$ cat src/rtl/mm_pkg.sv
// Shared definitions for the matrix-multiply core: sequencer state encoding
// and default geometry used by the control unit and the job sequencer.
package mm_pkg;

    typedef enum logic [2:0] {
        ST_IDLE    = 3'd0,
        ST_LOAD    = 3'd1,
        ST_START   = 3'd2,
        ST_COMPUTE = 3'd3,
        ST_RD      = 3'd4,
        ST_HOLD    = 3'd5
    } seq_state_e;

    localparam int MM_DW      = 8;
    localparam int MM_AW      = 5;
    localparam int MM_N_LOAD  = 20;
    localparam int MM_N_OUT   = 4;
    localparam int MM_TIMEOUT = 64;

endpackage

$ cat src/rtl/mm_job_sequencer.sv
// Job controller for the MM core: loads operands, starts compute, drains results.
// Optional compute watchdog with err output: define MM_SEQ_TIMEOUT_EN.
module mm_job_sequencer
    import mm_pkg::*;
#(
    parameter int DW     = MM_DW,
    parameter int AW     = MM_AW,
    parameter int N_LOAD = MM_N_LOAD,
    parameter int N_OUT  = MM_N_OUT
`ifdef MM_SEQ_TIMEOUT_EN
    ,parameter int TIMEOUT = MM_TIMEOUT
`endif
) (
    input  logic          clk,
    input  logic          rst,
    input  logic          in_valid,
    output logic          in_ready,
    input  logic [DW-1:0] in_data,
    output logic          ram_in_we,
    output logic [AW-1:0] ram_in_addr,
    output logic [DW-1:0] ram_in_wdata,
    output logic          mm_start,
    input  logic          mm_done,
    output logic [AW-1:0] ram_out_addr,
    input  logic [DW-1:0] ram_out_rdata,
    output logic          out_valid,
    input  logic          out_ready,
    output logic [DW-1:0] out_data,
    output logic          out_last,
    output logic          busy
`ifdef MM_SEQ_TIMEOUT_EN
    ,output logic         err
`endif
);

    localparam int            CW        = AW + 1;
    localparam logic [CW-1:0] LOAD_LAST = CW'(N_LOAD - 1);
    localparam logic [CW-1:0] OUT_LAST  = CW'(N_OUT - 1);

    seq_state_e    state_r, state_nxt_s;
    logic [CW-1:0] cnt_r, cnt_nxt_s, cnt_inc_s;
    logic [DW-1:0] out_data_nxt_s;
    logic          out_valid_nxt_s, out_last_nxt_s;
    logic          drain_s;

`ifdef MM_SEQ_TIMEOUT_EN
    localparam int             WDW     = $clog2(TIMEOUT + 1);
    localparam logic [WDW-1:0] WD_LAST = WDW'(TIMEOUT - 1);
    logic [WDW-1:0] wd_r, wd_nxt_s;
    logic           err_nxt_s;
`endif

    assign cnt_inc_s = cnt_r + CW'(1);
    assign drain_s   = out_valid & out_ready;

    // Next-state, counter and combinational port decode.
    always_comb begin
        state_nxt_s     = state_r;
        cnt_nxt_s       = cnt_r;
        out_data_nxt_s  = out_data;
        out_valid_nxt_s = out_valid;
        out_last_nxt_s  = out_last;
        in_ready        = 1'b0;
        ram_in_we       = 1'b0;
        ram_in_addr     = '0;
        ram_in_wdata    = '0;
        mm_start        = 1'b0;
        ram_out_addr    = '0;
        busy            = (state_r != ST_IDLE);
`ifdef MM_SEQ_TIMEOUT_EN
        wd_nxt_s        = wd_r;
        err_nxt_s       = err;
`endif
        case (state_r)
            ST_IDLE: begin
                in_ready = ~rst;
                if (in_valid && !rst) begin
                    ram_in_we    = 1'b1;
                    ram_in_wdata = in_data;
                    cnt_nxt_s    = CW'(1);
                    state_nxt_s  = (N_LOAD == 1) ? ST_START : ST_LOAD;
`ifdef MM_SEQ_TIMEOUT_EN
                    err_nxt_s    = 1'b0;
`endif
                end else begin
                    state_nxt_s = ST_IDLE;
                end
            end
            ST_LOAD: begin
                in_ready = ~rst;
                if (in_valid && !rst) begin
                    ram_in_we    = 1'b1;
                    ram_in_addr  = cnt_r[AW-1:0];
                    ram_in_wdata = in_data;
                    if (cnt_r == LOAD_LAST) begin
                        cnt_nxt_s   = '0;
                        state_nxt_s = ST_START;
                    end else begin
                        cnt_nxt_s = cnt_inc_s;
                    end
                end else begin
                    state_nxt_s = ST_LOAD;
                end
            end
            ST_START: begin
                mm_start    = 1'b1;
                state_nxt_s = ST_COMPUTE;
`ifdef MM_SEQ_TIMEOUT_EN
                wd_nxt_s    = '0;
`endif
            end
            ST_COMPUTE: begin
                // Address 0 is issued early so its read data is ready during RD.
                if (mm_done) begin
                    cnt_nxt_s    = '0;
                    ram_out_addr = '0;
                    state_nxt_s  = ST_RD;
                end
`ifdef MM_SEQ_TIMEOUT_EN
                else if (wd_r == WD_LAST) begin
                    cnt_nxt_s   = '0;
                    err_nxt_s   = 1'b1;
                    state_nxt_s = ST_IDLE;
                end else begin
                    wd_nxt_s = wd_r + WDW'(1);
                end
`else
                else begin
                    state_nxt_s = ST_COMPUTE;
                end
`endif
            end
            ST_RD: begin
                ram_out_addr    = cnt_r[AW-1:0];
                out_data_nxt_s  = ram_out_rdata;
                out_valid_nxt_s = 1'b1;
                out_last_nxt_s  = (cnt_r == OUT_LAST);
                state_nxt_s     = ST_HOLD;
            end
            ST_HOLD: begin
                ram_out_addr = cnt_r[AW-1:0];
                if (drain_s) begin
                    out_valid_nxt_s = 1'b0;
                    out_last_nxt_s  = 1'b0;
                    if (out_last) begin
                        cnt_nxt_s   = '0;
                        state_nxt_s = ST_IDLE;
                    end else begin
                        cnt_nxt_s    = cnt_inc_s;
                        ram_out_addr = cnt_inc_s[AW-1:0];
                        state_nxt_s  = ST_RD;
                    end
                end else begin
                    state_nxt_s = ST_HOLD;
                end
            end
            default: begin
                state_nxt_s     = ST_IDLE;
                cnt_nxt_s       = '0;
                out_valid_nxt_s = 1'b0;
                out_last_nxt_s  = 1'b0;
            end
        endcase
    end

    // State, shared counter and registered result outputs.
    always_ff @(posedge clk or posedge rst) begin
        if (rst) begin
            state_r   <= ST_IDLE;
            cnt_r     <= '0;
            out_data  <= '0;
            out_valid <= 1'b0;
            out_last  <= 1'b0;
`ifdef MM_SEQ_TIMEOUT_EN
            wd_r      <= '0;
            err       <= 1'b0;
`endif
        end else begin
            state_r   <= state_nxt_s;
            cnt_r     <= cnt_nxt_s;
            out_data  <= out_data_nxt_s;
            out_valid <= out_valid_nxt_s;
            out_last  <= out_last_nxt_s;
`ifdef MM_SEQ_TIMEOUT_EN
            wd_r      <= wd_nxt_s;
            err       <= err_nxt_s;
`endif
        end
    end

endmodule

$ cat config.mk
export PLATFORM = sky130hd
export DESIGN_NAME = mm_job_sequencer
export DESIGN_NICKNAME = d
export VERILOG_FILES = /design/src/rtl/mm_pkg.sv /design/src/rtl/mm_job_sequencer.sv
export SDC_FILE = /design/constraint.sdc
export NUM_CORES = 1
export LEC_CHECK = 0
export BUFFER_PORTS_ARGS = -buffer_cell sky130_fd_sc_hd__buf_4
export CORE_ASPECT_RATIO = 1.25
export CORE_MARGIN = 1.5
export CORE_UTILIZATION = 52
export CTS_BUF_LIST = sky130_fd_sc_hd__clkbuf_4 sky130_fd_sc_hd__clkbuf_8
export DETAILED_ROUTE_END_ITERATION = 12
export GPL_TIMING_DRIVEN = 1
export PLACE_DENSITY_LB_ADDON = 0.15
export SLEW_MARGIN = 20
export SYNTH_ARGS = -nofsm -noshare
export SYNTH_HDL_FRONTEND = slang
export SYNTH_SLANG_ARGS = --single-unit
$ cat constraint.sdc
create_clock -name clk -period 4.1 [get_ports clk]
set_input_delay 0.82 -clock clk [delete_from_list [all_inputs] [get_ports clk]]
set_output_delay 0.82 -clock clk [all_outputs]
set_load 0.02 [all_outputs]
==> results.yml, run 1 <==
worst_setup_path:
  r2r_start: "state_r[2]"
  startpoint: "state_r[2]"
  cp-end-kind: "primary output"
  crit_path_start_kind: "register"
  arrival_ns: 1.97
  path_class: "register to primary output"
  crit_path_max_fanout: 15
  cp.required_ns: 3.28
synthesis:
  syn_area_um2: 1210
  yosys-top-cells-area: "dfrtp_1 (39%), mux2_2 (6.5%), and2_1 (4.1%), and3_1 (3.6%), nand3_1 (3.3%)"
  syn_area_per_cell_um2: 9.40
  yosysTopAreaCellShare: 0.392
  synth-seq-area-share: 0.392
  synth_cell_types: 40
  yosysWarnings: 0
  yosysTopAreaCell: "dfrtp_1"
  synth_fp_nets: 152
  synth_seq_cells: 19
  synth_cells: 129
timing:
  drv_slew: 0
  max_clock_freq_ghz: 0.358
  finalSetupTns_ns: 0
  fin_crit_ns: 2.79
  worst_slack_ns: 1.31
  final-hold-violation-count: 0
  period_share: 0.681
  tightest_slew_ns: 0.719
  setup_viol: 0
  grt_setup_unrepaired: "false"
  clock_skew_ns: 0.00446
  relSlewSlack: 0.520
min_path:
  hp-class: "register to register"
  worstHoldStart: "out_data[5]"
global_route:
  grt_use_total: 0.235
  grt_pass1_vias: 1054
  grt_max_degree: 20
  gr-total-overflow: 0
  grt_pass1_wl_um: 4550
  grt_antenna_before_repair: 0
run_status:
  outcome: "finished, final reports clean"
power_and_ir_drop:
  powerDensity_nw_per_um2: 193
  pwr-share-comb: 0.079
  p_int_uw: 247
  power_frac_seq: 0.600
  clkPwrFrac: 0.322
  power.switching_uw: 67.7
  swShare: 0.215
  irDropWorstVdd_v: 0.000192
  total_power_uw: 315
  total_leakage_power_uw: 0.000831
drt:
  wl_um: 2900
  vias: 1165
  first_pass_iters: 4
  drtIter0Drc: 24
  drc: 0
  antenna_left: 0
  wl_per_cell_um: 14.0
  vias_per_cell: 5.63
layout:
  drive_gt1_frac: 0.398
  instances_no_fill: 207
  n_antenna_cell: 0
  fin_nets: 200
  syn_to_final_growth_pct: 34.7
clock_network:
  cts_resized: 0
  clock_path_buffers: 2
  cts_tree: "done"
  cts_setup_buffers: 0
  cts_max_level: 1
  cts-buffers-inserted: 3
  cts.reportedPaths.clkPinSlew_ns: 0.10
  clk_latency_ns: 0.30
  cts_hold_buf: 0
  cts_sinks: 19
  root_buffer: "clkbuf_4"
floorplan:
  core-area_um2: 2210
  pin_count: 53
  die_h_um: 57.0
  num_rows: 19
  die_w_um: 46.2
  initial_core_util: 0.548
  die_area_um2: 2630
placement:
  portBuffers: 52
  placed_cells: 203
  place.gp.congestion: 0.805
  hpwlAfterDp_um: 2280
  pre_cts_slack_ns: 1.39
flow_run:
  drv_cap: 0
-- final timing paths --
| kind | to | slack (ns) | depth (start not counted) |
|---|---|---|---|
| min reg2reg | out_data[5] | 0.51 | 1 |
| max | ram_in_addr[1] | 1.31 | 3 |
| min | out_data[5] | 0.51 | 1 |
| min in group asynchronous | state_r[0] | 0.66 | 2 |
| max reg2reg | cnt_r[4] | 1.94 | 4 |
| max in group asynchronous | out_data[7] | 2.99 | 2 |
-- stage by stage --
stage	util	area, um^2	hold WS, ns
floorplan	-	1210	0.518
global placement	0.725	1600	0.471
detailed placement	0.725	1600	0.482
CTS	0.739	1630	0.507
global route	0.739	1630	0.526
finish	0.739	1630	0.511
-- area by class of cell --
class / count / area [um^2]
multi-input cells: 97 / 683
well taps: 31 / 38.8
fillers: 184 / 578
inverters: 4 / 15.0
flip-flops and latches: 19 / 475
repair buffers: 52 / 390
clock buffers: 4 / 30.0
-- power by group through the flow --
stage | registers (uW) | logic, uW | clock network (uW)
2_1_floorplan | 192 | 6.95 | 0
3_3_place_gp | 192 | 24.3 | 0
3_5_place_dp | 192 | 25.2 | 0
4_1_cts | 189 | 25.2 | 104
5_1_grt | 189 | 26.9 | 115
6_report | 189 | 24.7 | 101
-- sequential cells by signal, indices dropped and copies added (netlist names) --
name and cells:
out_last 1, cnt_r 6, out_data 8, state_r 3, out_valid 1
-- synth_stat cells, drive strengths merged --
library cell and n:
dfrtp 19, nand2 9, and2 8, mux2 8
nand3 8, nor2 8, and3 7, a21oi 6
clkbuf 5, buf 4, inv 4, o21ai 4
a21o 3, a22o 3, nor2b 3, nor3 3
a211oi 2, ha 2, nand2b 2, nor3b 2
nor4b 2, or2 2, or4 2, xnor2 2
a221o 1, a221oi 1, a31o 1, and4b 1
nand4 1, o211ai 1, o21bai 1, o221ai 1
o41ai 1, or3 1, xor2 1
-- critical path, stage by stage, from the launching register on --
cell     delay, ns
dfrtp_1       0.60
nor4b_4       0.69
and3_1        0.24
buf_4         0.14
-- cells by family after synthesis --
family / Yosys count / share of synthesized area
muxes: 8 / 0.0743
and+or+nand+nor: 59 / 0.293
xor gates and xnor gates: 3 / 0.0217
buffers and inverters: 13 / 0.0444
adders and majority gates: 2 / 0.0206
AOI/OAI and AO/OA: 25 / 0.154
DFF: 19 / 0.392
-- cells in the final DEF (no fill, tap or decap), drive strengths merged, types with 4 or more instances in the layout --
master / netlist / layout
buf: 4 / 52
dfrtp: 19 / 19
nand2: 9 / 9
and2: 8 / 8
nand3: 8 / 8
mux2: 8 / 8
nor2: 8 / 8
and3: 7 / 7
a21oi: 6 / 6
inv: 4 / 4
clkbuf: 5 / 4
o21ai: 4 / 4
-- routing by layer --
metal | track usage | wire length (um) | up-vias
met5 | 0 | 0 | -
met4 | 0.106 | 31 | 0
met3 | 0.0443 | 221 | 4
met2 | 0.415 | 1530 | 56
met1 | 0.259 | 1110 | 551
li1 | - | - | 554
No activity file was read; power rests on OpenSTA's default activity.
==> run 2: changes to the inputs <==
- CORE_UTILIZATION: 52 -> 49
- clock period: 4.1 -> 2.7 ns (I/O delays scaled with it)
==> run 2 against run 1 <==
  * Clock power grew 50%
  * Critical path type unchanged
  * Largest cell class unchanged
  * Setup slack got worse by 1.1 ns
  * Highest routed layer unchanged
  * Largest power group unchanged
  * Clock skew is 0.0028 ns lower
==> results.yml, run 2 (synthesis gave the netlist of run 1 again) <==
timing:
  finalSetupTns_ns: 0
  fin_crit_ns: 2.51
  relSlewSlack: 0.501
  drv_slew: 0
  setup_viol: 0
  grt_setup_unrepaired: "false"
  period_share: 0.930
  clock_skew_ns: 0.00163
  tightest_slew_ns: 0.747
  max_clock_freq_ghz: 0.398
  final-hold-violation-count: 0
worst_setup_path:
  arrival_ns: 1.97
  r2r_start: "state_r[2]"
  cp_cell_sequence: "nor4b_4 > and3_1 > buf_4"
  crit_path_max_fanout: 15
  cp.required_ns: 2.16
  cp-end-kind: "primary output"
  cp_slowest_cell: "nor4b_4"
  rr_worst_depth: 4
  r2r_slack_ns: 0.54
  timing.rr.end: "cnt_r[5]"
  crit_path_start_kind: "register"
  path_class: "register to primary output"
  slowest_delay_ns: 0.69
layout:
  layout_commonest_cell: "buf_4"
  n_antenna_cell: 0
  fin_nets: 200
  instances_no_fill: 207
  syn_to_final_growth_pct: 34.7
  ff_latch_area_um2: 475
  nFillCells: 175
  largest-register: "out_data"
  layout_common_cells: "buf_4 (52), dfrtp_1 (19), nand2_1 (9)"
  multiInputGateArea_um2: 683
  largest_registers: "out_data x8, cnt_r x6, state_r x3"
  drive_gt1_frac: 0.398
  largest_reg_flops: 8
floorplan:
  die_w_um: 47.5
  num_rows: 19
  core-area_um2: 2260
  pin_count: 53
  die_h_um: 58.6
  initial_core_util: 0.537
  die_area_um2: 2780
power_and_ir_drop:
  powerDensity_nw_per_um2: 291
  total_leakage_power_uw: 0.000831
  irDropWorstVdd_v: 0.000320
  total_power_uw: 475
global_route:
  grt_max_degree: 20
  grt_antenna_before_repair: 0
  grt_use_total: 0.222
  grt_pass1_vias: 1100
  grt_pass1_wl_um: 4530
  gr-total-overflow: 0
clock_network:
  cts_max_level: 1
  cts.reportedPaths.clkPinSlew_ns: 0.10
  cts_hold_buf: 0
  cts-buffers-inserted: 3
  cts_resized: 0
  clk_latency_ns: 0.29
  cts_sinks: 19
  root_buffer: "clkbuf_4"
  clock_path_buffers: 2
  cts_tree: "done"
  cts_setup_buffers: 0
placement:
  place.gp.congestion: 0.772
  placed_cells: 203
  portBuffers: 52
drt:
  drtIter0Drc: 21
  vias: 1176
  wl_um: 2900
  wl_per_cell_um: 14.0
  vias_per_cell: 5.68
  first_pass_iters: 4
  antenna_left: 0
  drc: 0
min_path:
  hp-class: "primary input to asynchronous set/reset pin"
flow_run:
  drv_cap: 0
run_status:
  outcome: "finished, final reports clean"
[run 2: per-stage QoR]
step                 util  hold WS, ns  setup WS [ns]  area [um^2]
global placement    0.710        0.469          0.610         1600
finish              0.723        0.400          0.188         1630
global route        0.723        0.440         0.0377         1630
floorplan               -        0.491          0.579         1210
detailed placement  0.710        0.484          0.495         1600
CTS                 0.723        0.420          0.160         1630
[run 2: layout make-up]
cell class                      count  share of cell area
Tap cell                           31              0.0238
Inverter                            4             0.00920
Timing Repair Buffer               52               0.239
Multi-Input combinational cell     97               0.418
Clock buffer                        4              0.0184
Sequential cell                    19               0.291
[run 2: routing by layer]
layer | global-route usage | up-vias | wire length (um)
li1 | - | 554 | -
met1 | 0.256 | 558 | 1220
met2 | 0.396 | 60 | 1420
met3 | 0.0307 | 4 | 223
met4 | 0.0833 | 0 | 30
met5 | 0 | - | 0
[run 2: critical path, delay by kind of cell, from the launching register on]
| family | cells | cell delay, ns |
|---|---|---|
| and+or+nand+nor | 2 | 0.94 |
| DFF | 1 | 0.59 |
| buffers and inverters | 1 | 0.14 |
[run 2: worst max path at each step]
stage	from	endpoint	slack (ns)	depth (start not counted)
after floorplan	out_last	ram_out_addr[0]	0.58	4
after global routing	state_r[2]	ram_in_addr[4]	0.04	3
after global placement	rst	ram_in_addr[3]	0.61	4
final	state_r[2]	ram_in_addr[4]	0.19	3
after detailed placement	state_r[2]	ram_in_addr[4]	0.50	3
after CTS	state_r[2]	ram_in_addr[4]	0.16	3
[run 2: where the power goes]
part,switching (uW),internal [uW]
clock network,84.0,67.5
logic,15.1,22.2
registers,1.53,285
total,101,375
==> run 3: changes to the inputs <==
==> constraint.sdc (replaced) <==
create_clock -name clk -period 2.7 [get_ports clk]
set_input_delay 0.27 -clock clk [delete_from_list [all_inputs] [get_ports clk]]
set_output_delay 0.27 -clock clk [all_outputs]
set_load 0.02 [all_outputs]
==> run 3 against run 2 <==
  * Clock-buffer cell count is the same
  * Global-route usage hardly changed
  * Sequential share of layout area decreased by 0.13 points
  * Largest cell class unchanged
  * Clock skew is 0.0027 ns higher
  * Cell count increased by 0.48%
  * Combinational power about the same
  * Clock power is 5% higher
==> results.yml, run 3 (synthesis gave the netlist of run 1 again) <==
timing:
  drv_slew: 0
  worst_slack_ns: 0.518
  relSlewSlack: 0.535
  max_clock_freq_ghz: 0.458
  tightest_slew_ns: 0.697
  finalSetupTns_ns: 0
  final-hold-violation-count: 0
  fin_crit_ns: 2.18
  period_share: 0.808
  clock_skew_ns: 0.00437
  setup_viol: 0
  grt_setup_unrepaired: "false"
drt:
  drc: 0
  vias: 1189
  wl_um: 2970
  wl_per_cell_um: 14.3
  vias_per_cell: 5.72
  drtIter0Drc: 41
  antenna_left: 0
  first_pass_iters: 4
worst_setup_path:
  cp.required_ns: 2.43
  cp-end-kind: "primary output"
  arrival_ns: 1.91
  cp_slowest_cell: "dfrtp_1"
  r2r_start: "cnt_r[0]"
  path_delay_family: "flip-flops"
  crit_path_max_fanout: 19
  r2r_slack_ns: 0.73
  rr_worst_depth: 5
  crit_path_start_kind: "register"
  slowest_delay_ns: 0.69
  cp_cell_sequence: "nand3_1 > nor3_1 > xnor2_1 > nor2_1 > buf_4"
  timing.rr.end: "cnt_r[3]"
  path_class: "register to primary output"
  path_buf_inv: 1
layout:
  layout_common_cells: "buf_4 (53), dfrtp_1 (19), nand2_1 (9)"
  largest_reg_flops: 8
  n_antenna_cell: 0
  largest_registers: "out_data x8, cnt_r x6, state_r x3"
  layout_commonest_cell: "buf_4"
  instances_no_fill: 208
  drive_gt1_frac: 0.401
  largest-register: "out_data"
  fin_nets: 201
  syn_to_final_growth_pct: 35.3
floorplan:
  num_rows: 19
  pin_count: 53
  die_w_um: 47.5
  die_area_um2: 2780
  core-area_um2: 2260
  die_h_um: 58.6
  initial_core_util: 0.537
placement:
  pre_cts_slack_ns: 0.788
  placed_cells: 204
  portBuffers: 52
  place.gp.congestion: 0.817
  hpwlAfterDp_um: 2280
global_route:
  grt_pass1_wl_um: 4420
  grt_use_total: 0.222
  gr-total-overflow: 0
  grt_max_degree: 20
  met3_usage: 0.0337
  grt_busiest_layer: "met2"
  use_met2: 0.378
  use_met1: 0.269
  grt_antenna_before_repair: 0
  grt_pass1_vias: 1023
power_and_ir_drop:
  powerDensity_nw_per_um2: 295
  clkPwrFrac: 0.329
  irDropWorstVdd_v: 0.000295
  total_leakage_power_uw: 0.000837
  total_power_uw: 483
  p_int_uw: 375
  swShare: 0.223
  power.switching_uw: 108
  power_frac_seq: 0.593
  pwr-share-comb: 0.077
clock_network:
  cts_sinks: 19
  cts_hold_buf: 0
  cts-buffers-inserted: 3
  cts_setup_buffers: 0
  cts.reportedPaths.clkPinSlew_ns: 0.11
  clk_latency_ns: 0.31
  cts_tree: "done"
  cts_max_level: 1
  clock_path_buffers: 2
  cts_resized: 0
  root_buffer: "clkbuf_4"
min_path:
  hp-class: "primary input to asynchronous set/reset pin"
flow_run:
  drv_cap: 0
run_status:
  outcome: "finished, final reports clean"
## run 3: changes by cell type in the layout (fill, tap and decap cells not counted)
| cell | change |
|---|---|
| buf_4 | +1 |
## run 3: through the flow
step | hold slack (ns) | utilization | area [um^2]
after global placement | 0.450 | 0.713 | 1610
after global routing | 0.171 | 0.726 | 1640
after detailed placement | 0.455 | 0.713 | 1610
after CTS | 0.120 | 0.726 | 1640
after floorplan | 0.221 | - | 1210
final | 0.0948 | 0.726 | 1640
## run 3: power by group through the flow
stage	logic, uW	clock network [uW]	registers, uW
3_3_place_gp	36.5	0	292
5_1_grt	41.4	171	287
6_report	37.4	159	287
4_1_cts	38.0	160	287
2_1_floorplan	10.6	0	292
3_5_place_dp	37.8	0	292
## run 3: cell type report
| class | instances | area [um^2] |
|---|---|---|
| clock buffer | 4 | 30.0 |
| fill | 175 | 618 |
| inverter | 4 | 15.0 |
| multi-input combinational | 97 | 683 |
| sequential | 19 | 475 |
| tap | 31 | 38.8 |
| timing repair buffer | 53 | 398 |
## run 3: worst max path at each step
stage	end	from	depth (start not counted)
floorplan	ram_out_addr[0]	out_last	4
CTS	ram_out_addr[4]	state_r[0]	5
global placement	out_data[6]	state_r[2]	3
detailed placement	cnt_r[3]	cnt_r[0]	5
global route	ram_out_addr[4]	state_r[0]	5
finish	ram_out_addr[4]	state_r[0]	5
## run 3: per-layer routing
metal / wire [um] / part of all wire
met1: 1080 / 0.36
met3: 300 / 0.10
met2: 1540 / 0.52
met4: 47 / 0.016
met5: 0 / 0
